## config.mk

```make
export PLATFORM = sky130hd
export DESIGN_NAME = hex_debug_mux
export DESIGN_NICKNAME = d
export VERILOG_FILES = /design/src/rtl/hex_debug_mux.sv
export SDC_FILE = /design/constraint.sdc
export NUM_CORES = 1
export LEC_CHECK = 0
export CAP_MARGIN = 20
export CORE_MARGIN = 5
export CORE_UTILIZATION = 42
export CTS_CLUSTER_DIAMETER = 150
export DETAILED_ROUTE_END_ITERATION = 16
export MAX_ROUTING_LAYER = met4
export PLACE_DENSITY = 0.78
export RECOVER_POWER = 100
export SLEW_MARGIN = 20
export SYNTH_ARGS = -nofsm -noshare
export SYNTH_HDL_FRONTEND = slang
export SYNTH_SLANG_ARGS = --single-unit
```

## constraint.sdc

```tcl
create_clock -name Clk -period 1.86 [get_ports Clk]
set_input_delay 0.372 -clock Clk [delete_from_list [all_inputs] [get_ports Clk]]
set_output_delay 0.372 -clock Clk [all_outputs]
set_load 0.05 [all_outputs]
```

## src/rtl/hex_debug_mux.sv

```systemverilog
`default_nettype none
// ============================================================================
//  Module   : hex_debug_mux
//  Purpose  : Selects one of NUM_CH debug words for the seven-segment digits.
//             Supports live, strobe-capture, freeze and auto-scroll display
//             modes with optional leading-zero blanking. Outputs are
//             registered nibbles plus per-digit blank flags for HexDriver.
//  Revision : 1.0 - initial parametrised release
// ============================================================================
module hex_debug_mux #(
    parameter int NUM_CH     = 8,
    parameter int CH_WIDTH   = 32,
    parameter int NUM_DIGITS = 6,
    parameter int SCROLL_DIV = 25000000,
    parameter int LZ_BLANK   = 0
) (
    input  logic                         Clk,
    input  logic                         Reset_n,
    input  logic [NUM_CH*CH_WIDTH-1:0]   ch_data,
    input  logic [$clog2(NUM_CH)-1:0]    sel,
    input  logic [1:0]                   mode,
    input  logic                         strobe,
    output logic [NUM_DIGITS*4-1:0]      hex_digits,
    output logic [NUM_DIGITS-1:0]        digit_blank,
    output logic                         cap_valid,
    output logic [7:0]                   cap_count
);

    localparam int c_ND        = CH_WIDTH / 4;
    localparam int c_SEL_W     = $clog2(NUM_CH);
    localparam int c_OFF_W     = $clog2(c_ND + 1);
    localparam int c_DIV_W     = $clog2(SCROLL_DIV);
    localparam bit c_SCROLL_EN = (c_ND > NUM_DIGITS);
    localparam int c_MAX_OFF   = c_SCROLL_EN ? (c_ND - NUM_DIGITS) : 0;

    localparam logic [1:0] c_MODE_LIVE    = 2'b00;
    localparam logic [1:0] c_MODE_CAPTURE = 2'b01;
    localparam logic [1:0] c_MODE_FREEZE  = 2'b10;
    localparam logic [1:0] c_MODE_SCROLL  = 2'b11;

    logic [CH_WIDTH-1:0]     r_src_word;
    logic                    r_oor;
    logic [CH_WIDTH-1:0]     r_cap_word;
    logic                    r_strobe_q;
    logic [c_SEL_W-1:0]      r_sel_q;
    logic [1:0]              r_mode_q;
    logic [c_OFF_W-1:0]      r_offset;
    logic [c_DIV_W-1:0]      r_div;

    logic [CH_WIDTH-1:0]     w_ch_word;
    logic                    w_sel_oor;
    logic                    w_rise;
    logic                    w_scroll_clear;
    logic [CH_WIDTH-1:0]     w_shifted;
    logic [NUM_DIGITS*4-1:0] w_digits;
    logic [NUM_DIGITS-1:0]   w_width_blank;
    logic [NUM_DIGITS-1:0]   w_lz_blank;
    logic [NUM_DIGITS-1:0]   w_blank_next;
    logic                    w_seen;

    // Channel mux; an out-of-range select reads as zero
    always_comb begin
        w_ch_word = '0;
        w_sel_oor = (int'(sel) >= NUM_CH);
        for (int k = 0; k < NUM_CH; k++) begin
            if (int'(sel) == k) begin
                w_ch_word = ch_data[k*CH_WIDTH +: CH_WIDTH];
            end
        end
    end

    assign w_rise = strobe & ~r_strobe_q;

    // A select change, leaving scroll, or entering scroll restarts the window
    assign w_scroll_clear = (mode != c_MODE_SCROLL) || (sel != r_sel_q) ||
                            (r_mode_q != c_MODE_SCROLL) || !c_SCROLL_EN;

    // Edge-detect history and change-detect history
    always_ff @(posedge Clk) begin
        if (!Reset_n) begin
            r_strobe_q <= 1'b0;
            r_sel_q    <= '0;
            r_mode_q   <= c_MODE_LIVE;
        end else begin
            r_strobe_q <= strobe;
            r_sel_q    <= sel;
            r_mode_q   <= mode;
        end
    end

    // Capture on strobe rise unless frozen; count saturates at 255
    always_ff @(posedge Clk) begin
        if (!Reset_n) begin
            r_cap_word <= '0;
            cap_valid  <= 1'b0;
            cap_count  <= 8'd0;
        end else if (w_rise && (mode != c_MODE_FREEZE)) begin
            r_cap_word <= w_ch_word;
            cap_valid  <= 1'b1;
            if (cap_count != 8'hFF) begin
                cap_count <= cap_count + 8'd1;
            end
        end
    end

    // Stage 1: choose the displayed source word for the current mode
    always_ff @(posedge Clk) begin
        if (!Reset_n) begin
            r_src_word <= '0;
            r_oor      <= 1'b0;
        end else begin
            case (mode)
                c_MODE_LIVE, c_MODE_SCROLL: begin
                    r_src_word <= w_ch_word;
                    r_oor      <= w_sel_oor;
                end
                c_MODE_CAPTURE: begin
                    r_src_word <= w_sel_oor ? '0 : r_cap_word;
                    r_oor      <= w_sel_oor;
                end
                default: begin
                    r_src_word <= r_src_word;
                    r_oor      <= r_oor;
                end
            endcase
        end
    end

    // Scroll divider and window offset, wrapping at the last full window
    always_ff @(posedge Clk) begin
        if (!Reset_n) begin
            r_offset <= '0;
            r_div    <= '0;
        end else if (w_scroll_clear) begin
            r_offset <= '0;
            r_div    <= '0;
        end else if (r_div == c_DIV_W'(SCROLL_DIV - 1)) begin
            r_div    <= '0;
            r_offset <= (r_offset == c_OFF_W'(c_MAX_OFF)) ? '0 : r_offset + 1'b1;
        end else begin
            r_div    <= r_div + 1'b1;
        end
    end

    assign w_shifted = r_src_word >> {r_offset, 2'b00};

    // Digits beyond the channel width are dark zeros
    for (genvar i = 0; i < NUM_DIGITS; i++) begin : g_digit
        if (i < c_ND) begin : g_shown
            assign w_digits[4*i +: 4] = w_shifted[4*i +: 4];
            assign w_width_blank[i]   = 1'b0;
        end else begin : g_unused
            assign w_digits[4*i +: 4] = 4'h0;
            assign w_width_blank[i]   = 1'b1;
        end
    end

    // Leading-zero mask: dark above the highest non-zero digit, digit 0 always lit
    always_comb begin
        w_lz_blank = '0;
        w_seen     = 1'b0;
        for (int i = NUM_DIGITS - 1; i >= 1; i--) begin
            w_seen        = w_seen | (w_digits[4*i +: 4] != 4'h0);
            w_lz_blank[i] = ~w_seen;
        end
    end

    assign w_blank_next = w_width_blank | ((LZ_BLANK != 0) ? w_lz_blank : '0);

    // Stage 2: registered digits and blank flags; out-of-range darkens all
    always_ff @(posedge Clk) begin
        if (!Reset_n) begin
            hex_digits  <= '0;
            digit_blank <= '1;
        end else begin
            hex_digits  <= w_digits;
            digit_blank <= r_oor ? '1 : w_blank_next;
        end
    end

endmodule
`default_nettype wire

```

==> results_dict.tcl, run 1 <==
set metrics [dict create \
    outcome "completed" \
    synth_top_cell_by_area "dfxtp_1" \
    switchingPower_uw 2455 \
    worstPathMaxFanout 39 \
    cts_max_level 4 \
    io_pins 303 \
    cts_inserted_buffers 17 \
    min-delay-start "r_div[0]" \
    yosysWarnings 0 \
    arrival_ns 2.12 \
    dieArea_sq_mm 0.02377 \
    cts_setup_buffers 0 \
    ys_async_sr_fraction_pct 0 \
    multi_input_area_sq_mm 0.005574 \
    synth.ff_latch_count 133 \
    maxCapViolCount 0 \
    cts_resized 0 \
    holdBufCountCts 0 \
    required_ns 2.18 \
    worstMarginPinSlew_ns 0.8095 \
    start_kind "input pin" \
    min_path_cells 1 \
    clock_sinks 133 \
    crit_type "in2reg" \
    die_h_microns 154.2 \
    area_delta_synth_final_pct 50.22 \
    gr-usage-met1_pct 31.60 \
    finalCriticalPeriod_ns 1.794 \
    cts_tree "done" \
    clock_power_share_pct 39.3 \
    worst_hold_slack_ns 0.4588 \
    final_common_cell "clkdlybuf4s50_1" \
    netlist_area_sq_mm 0.008732 \
    overflow 0 \
    antenna_found_initial 2 \
    fin_crit_sh_pct 96.48 \
    ff2ff_setup_slack_ns 0.17 \
    ir_drop_v 0.0005328 \
    final-setup-viol-count 0 \
    yosys-top-cells-area "dfxtp_1, mux2i_1, nand2_1" \
    netlist.area_leader.share_pct 30.49 \
    internal_power_uw 6291 \
    cp-end-kind "flip-flop" \
    synthCells 1080 \
    route.detailed.wl_per_inst_microns 18.34 \
    leakage_uw 0.005201 \
    wirelength_mm 31.69 \
    portBuffers 302 \
    rsz0062_at_grt "false" \
    core-area_sq_mm 0.02036 \
    postRouteAntennaNets 0 \
    synth_edf_count 0 \
    p_seq_share_pct 36.0 \
    grt_pass1_wl_mm 48.76 \
    routed_via_density 5.590 \
    cts_max_path_buffers 2 \
    first_iter_violations 839 \
    reg2reg_from "r_div[0]" \
    reg2reg_to "r_div[6]" \
    grt_use_total_pct 26.02 \
    syn_area_per_cell_sq_um 8.085 \
    fp.dieW_microns 154.2 \
    p_comb_share_pct 24.7 \
    vias 9660 \
    dpl.hpwl_mm 25.25 \
    p_per_area_mw_per_mm2 666.7 \
    clkTransAtPathRegs_ns 0.06 \
    rr_worst_depth 7 \
    syn-num-nets 1346 \
    start_util_pct 42.88 \
    layout.nets 1709 \
    cts-root-buf "clkbuf_16" \
    ys.flop_type "dfxtp_1" \
    max_freq_ghz 0.5573 \
    seqCellArea_sq_mm 0.002663 \
    firstDrtPassIters 5 \
    finalHoldViolations 0 \
    slew_headroom_pct 46.03 \
    drc 0 \
    seq_area_frac_synth_pct 30.49 \
    layout_common_cells "clkdlybuf4s50_1, nand2_1, dfxtp_1" \
    row_count 52 \
    skew_ns 0.008144 \
    gr-usage-met2_pct 42.64 \
    grt_pass1_vias 9447 \
    top_usage_layer "met2" \
    fillers 1748 \
    drive_gt1_share_pct 14.42 \
    whs_endpoint "r_div[0]" \
    gp_congestion 0.9550 \
    clk_latency_ns 0.43 \
    maxSlewViolCount 0 \
    finalSetupTns_ns 0 \
    ys_types 49 \
    grt_max_degree 94 \
    swShare_pct 28.07 \
    crit_path_start "Reset_n" \
    hold_path.class "reg2reg" \
    use_met3_pct 5.700 \
]
[registers in the layout, indices dropped and copies added, names as in the netlist]
| signal | flops |
|---|---|
| r_cap_word | 32 |
| r_src_word | 32 |
| r_div | 25 |
| hex_digits | 24 |
| cap_count | 8 |
| r_offset | 4 |
| r_sel_q | 3 |
| r_mode_q | 2 |
| cap_valid | 1 |
| digit_blank | 1 |
| r_strobe_q | 1 |
[area by class of cell]
| type | instances | share of cell area [%] |
|---|---|---|
| Sequential cell | 133 | 20.30 |
| Antenna cell | 2 | 0.03815 |
| Multi-Input combinational cell | 840 | 42.49 |
| Clock buffer | 17 | 3.243 |
| Tap cell | 270 | 2.575 |
| Inverter | 9 | 0.2575 |
| Clock inverter | 15 | 1.364 |
| Timing Repair Buffer | 442 | 29.73 |
[kinds of logic (layout without fill, tap and decap cells)]
kind of cell / after synthesis / count (layout) / synth area share (%)
adder cells (fa/ha/maj): 2 / 2 / 0.2865
AO/OA/AOI/OAI: 317 / 317 / 24.22
other: 0 / 2 / 0
XOR/XNOR: 33 / 33 / 3.310
AND/OR/NAND/NOR: 358 / 358 / 18.89
multiplexers: 130 / 130 / 16.97
flip-flops: 133 / 133 / 30.49
buffers and inverters: 107 / 483 / 5.846
[power groups by stage]
stage / sequential [uW] / clock, uW / combinational (uW)
after floorplan: 3270 / 0 / 946
after global placement: 3190 / 0 / 2150
after detailed placement: 3200 / 0 / 2190
after CTS: 3140 / 3470 / 2200
after global routing: 3160 / 3600 / 2330
final: 3150 / 3440 / 2160
[how the worst max path moves through the flow]
| stage | end | depth (start not counted) |
|---|---|---|
| after detailed placement | r_div[6] | 7 |
| final | r_src_word[19] | 5 |
| after global routing | r_div[21] | 5 |
| after floorplan | r_div[22] | 8 |
| after CTS | r_div[6] | 7 |
| after global placement | r_div[7] | 7 |
[worst max-delay path, cell delays in order]
cell and delay, ns:
clkdlybuf4s25_1 0.32, clkbuf_2 0.67, nand2b_1 0.17, buf_4 0.26, o32ai_1 0.32
[per-layer routing]
layer | share of wire [%] | routed length, microns
met5 | 0 | 0
met4 | 3.1 | 971
met3 | 7.2 | 2274
met2 | 49 | 15530
met1 | 41 | 12910
[synth_stat cells, types with 30 or more instances]
cell type,instances
a21oi_1,47
o21ai_0,95
o211ai_1,31
nor2b_1,36
dfxtp_1,133
buf_2,30
mux2i_1,112
a221oi_1,30
clkbuf_1,45
a31oi_1,30
nand2_1,162
nor2_1,75
[per-stage QoR]
step	setup WS (ns)	instance area, sq um	cells	power [uW]	util, %
2_1_floorplan	0.01173	8732	1080	4214	-
3_3_place_gp	-0.3272	12680	1694	5343	62.25
3_5_place_dp	-0.3738	12680	1694	5388	62.25
4_1_cts	0.06927	13280	1726	8810	65.22
5_1_grt	0.006526	13120	1728	9087	64.41
6_report	0.06553	13120	1728	8746	64.41
Note: power is estimated with default switching activity, not from simulation.
==> inputs of run 2 (changes only) <==
==> constraint.sdc (replaced) <==
create_clock -name Clk -period 1.86 [get_ports Clk]
set_input_delay 0.558 -clock Clk [delete_from_list [all_inputs] [get_ports Clk]]
set_output_delay 0.558 -clock Clk [all_outputs]
set_load 0.05 [all_outputs]
==> results_dict.tcl, run 2 (synthesized netlist as in run 1, its figures left out) <==
set metrics [dict create \
    layout.nets 1697 \
    clkTransAtPathRegs_ns 0.06 \
    place_inst 1679 \
    cts_inserted_buffers 17 \
    pre_cts_ws_ns -0.5789 \
    hold_path.class "reg2reg" \
    firstDrtPassIters 6 \
    finalCriticalPeriod_ns 1.797 \
    routed_via_density 5.570 \
    wirelength_mm 32.58 \
    route.detailed.wl_per_inst_microns 18.97 \
    portBuffers 302 \
    max_freq_ghz 0.5566 \
    post-route-util_pct 65.72 \
    grt_pass1_wl_mm 49.94 \
    cts_max_path_buffers 2 \
    required_ns 2.17 \
    drc 0 \
    finalWorstSetupSlack_ns 0.06327 \
    crit_chain "clkdlybuf4s50_1 -> mux4_2 -> and2_0 -> a211oi_4 -> o21bai_1 -> a21oi_1" \
    start_kind "input pin" \
    clock_sinks 133 \
    vias 9569 \
    ir_drop_v 0.0006181 \
    maxSlewViolCount 0 \
    final_cells 1718 \
    dpl.hpwl_mm 25.82 \
    final_common_cell "clkdlybuf4s50_1" \
    path_buf_inv 1 \
    worstMarginPinSlew_ns 0.5962 \
    fin_crit_sh_pct 96.60 \
    skew_ns 0.007749 \
    p_per_area_mw_per_mm2 646.2 \
    reg.largest.list "r_cap_word: 32 flops, r_src_word: 32 flops, r_div: 25 flops" \
    holdBufCountCts 0 \
    finalHoldViolations 0 \
    clk_latency_ns 0.42 \
    final-setup-viol-count 0 \
    cpMaxStageDelayCell "mux4_2" \
    dieArea_sq_mm 0.02377 \
    grt_pass1_vias 9380 \
    drive_gt1_share_pct 16.48 \
    first_iter_violations 879 \
    io_pins 303 \
    start_util_pct 42.88 \
    outcome "completed" \
    overflow 0 \
    cts-root-buf "clkbuf_16" \
    slew_headroom_pct 60.25 \
    antenna_found_initial 4 \
    cts_tree "done" \
    maxCapViolCount 0 \
    layout_common_cells "clkdlybuf4s50_1, nand2_1, dfxtp_1" \
    gp_congestion 0.9486 \
    die_h_microns 154.2 \
    cts_max_level 4 \
    critPathTopFamily "multiplexers" \
    fp.dieW_microns 154.2 \
    grt_use_total_pct 26.78 \
    area_delta_synth_final_pct 53.27 \
    crit_type "in2reg" \
    leakage_uw 0.005368 \
    worstPathMaxFanout 2 \
    row_count 52 \
    cp-end-kind "flip-flop" \
    postRouteAntennaNets 0 \
    arrival_ns 2.10 \
    grt_max_degree 105 \
    crit_path_max_incr_delay_ns 0.49 \
    core-area_sq_mm 0.02036 \
]
## run 2: what timing repair did
item,in CTS,in global routing
buffers inserted,0,2
pin swaps,1,6
endpoints found under the setup margin,30,52
cloned,0,2
resized for setup,4,21
## run 2: area by class of cell
class	count	area (sq um)
Fill cell	1653	6980
Multi-Input combinational cell	842	5714
Timing Repair Buffer	428	4050
Sequential cell	133	2663
Clock buffer	19	442.9
Tap cell	270	337.8
Clock inverter	13	132.6
Inverter	9	33.78
Antenna cell	4	10.01
## run 2: per-stage QoR
stage / hold slack [ns] / instance area (sq um) / power [uW] / setup TNS, ns
after floorplan: 0.4263 / 8989 / 4284 / -2.706
after global placement: 0.4354 / 12980 / 5429 / -43.24
after detailed placement: 0.4457 / 12980 / 5473 / -45.26
after CTS: 0.4585 / 13540 / 8712 / -0.05846
after global routing: 0.4753 / 13380 / 9004 / -0.02503
final: 0.4516 / 13380 / 8649 / 0
## run 2: metal layers
metal | vias to the layer above | GRT usage [%] | share of wire (%) | routed length [microns]
met1 | 4458 | 33.75 | 41 | 13400
li1 | 4673 | - | - | -
met3 | 47 | 5.001 | 7.4 | 2416
met5 | - | - | 0 | 0
met2 | 391 | 44.45 | 49 | 16080
met4 | 0 | 6.981 | 2.1 | 683
## run 2: final timing paths
check,from,end,slack [ns],cells after the start
setup / recovery,ch_data[72],r_src_word[8],0.06,6
hold / removal,r_div[0],r_div[0],0.45,1
setup reg to reg,r_div[0],r_offset[2],0.14,7
hold reg to reg,r_div[0],r_div[0],0.45,1
## run 2: where the power goes
group | total, uW | switching [uW] | internal (uW)
clock network | 3260 | 1260 | 2000
registers | 3150 | 134 | 3010
logic | 2240 | 1040 | 1200
total | 8650 | 2440 | 6210
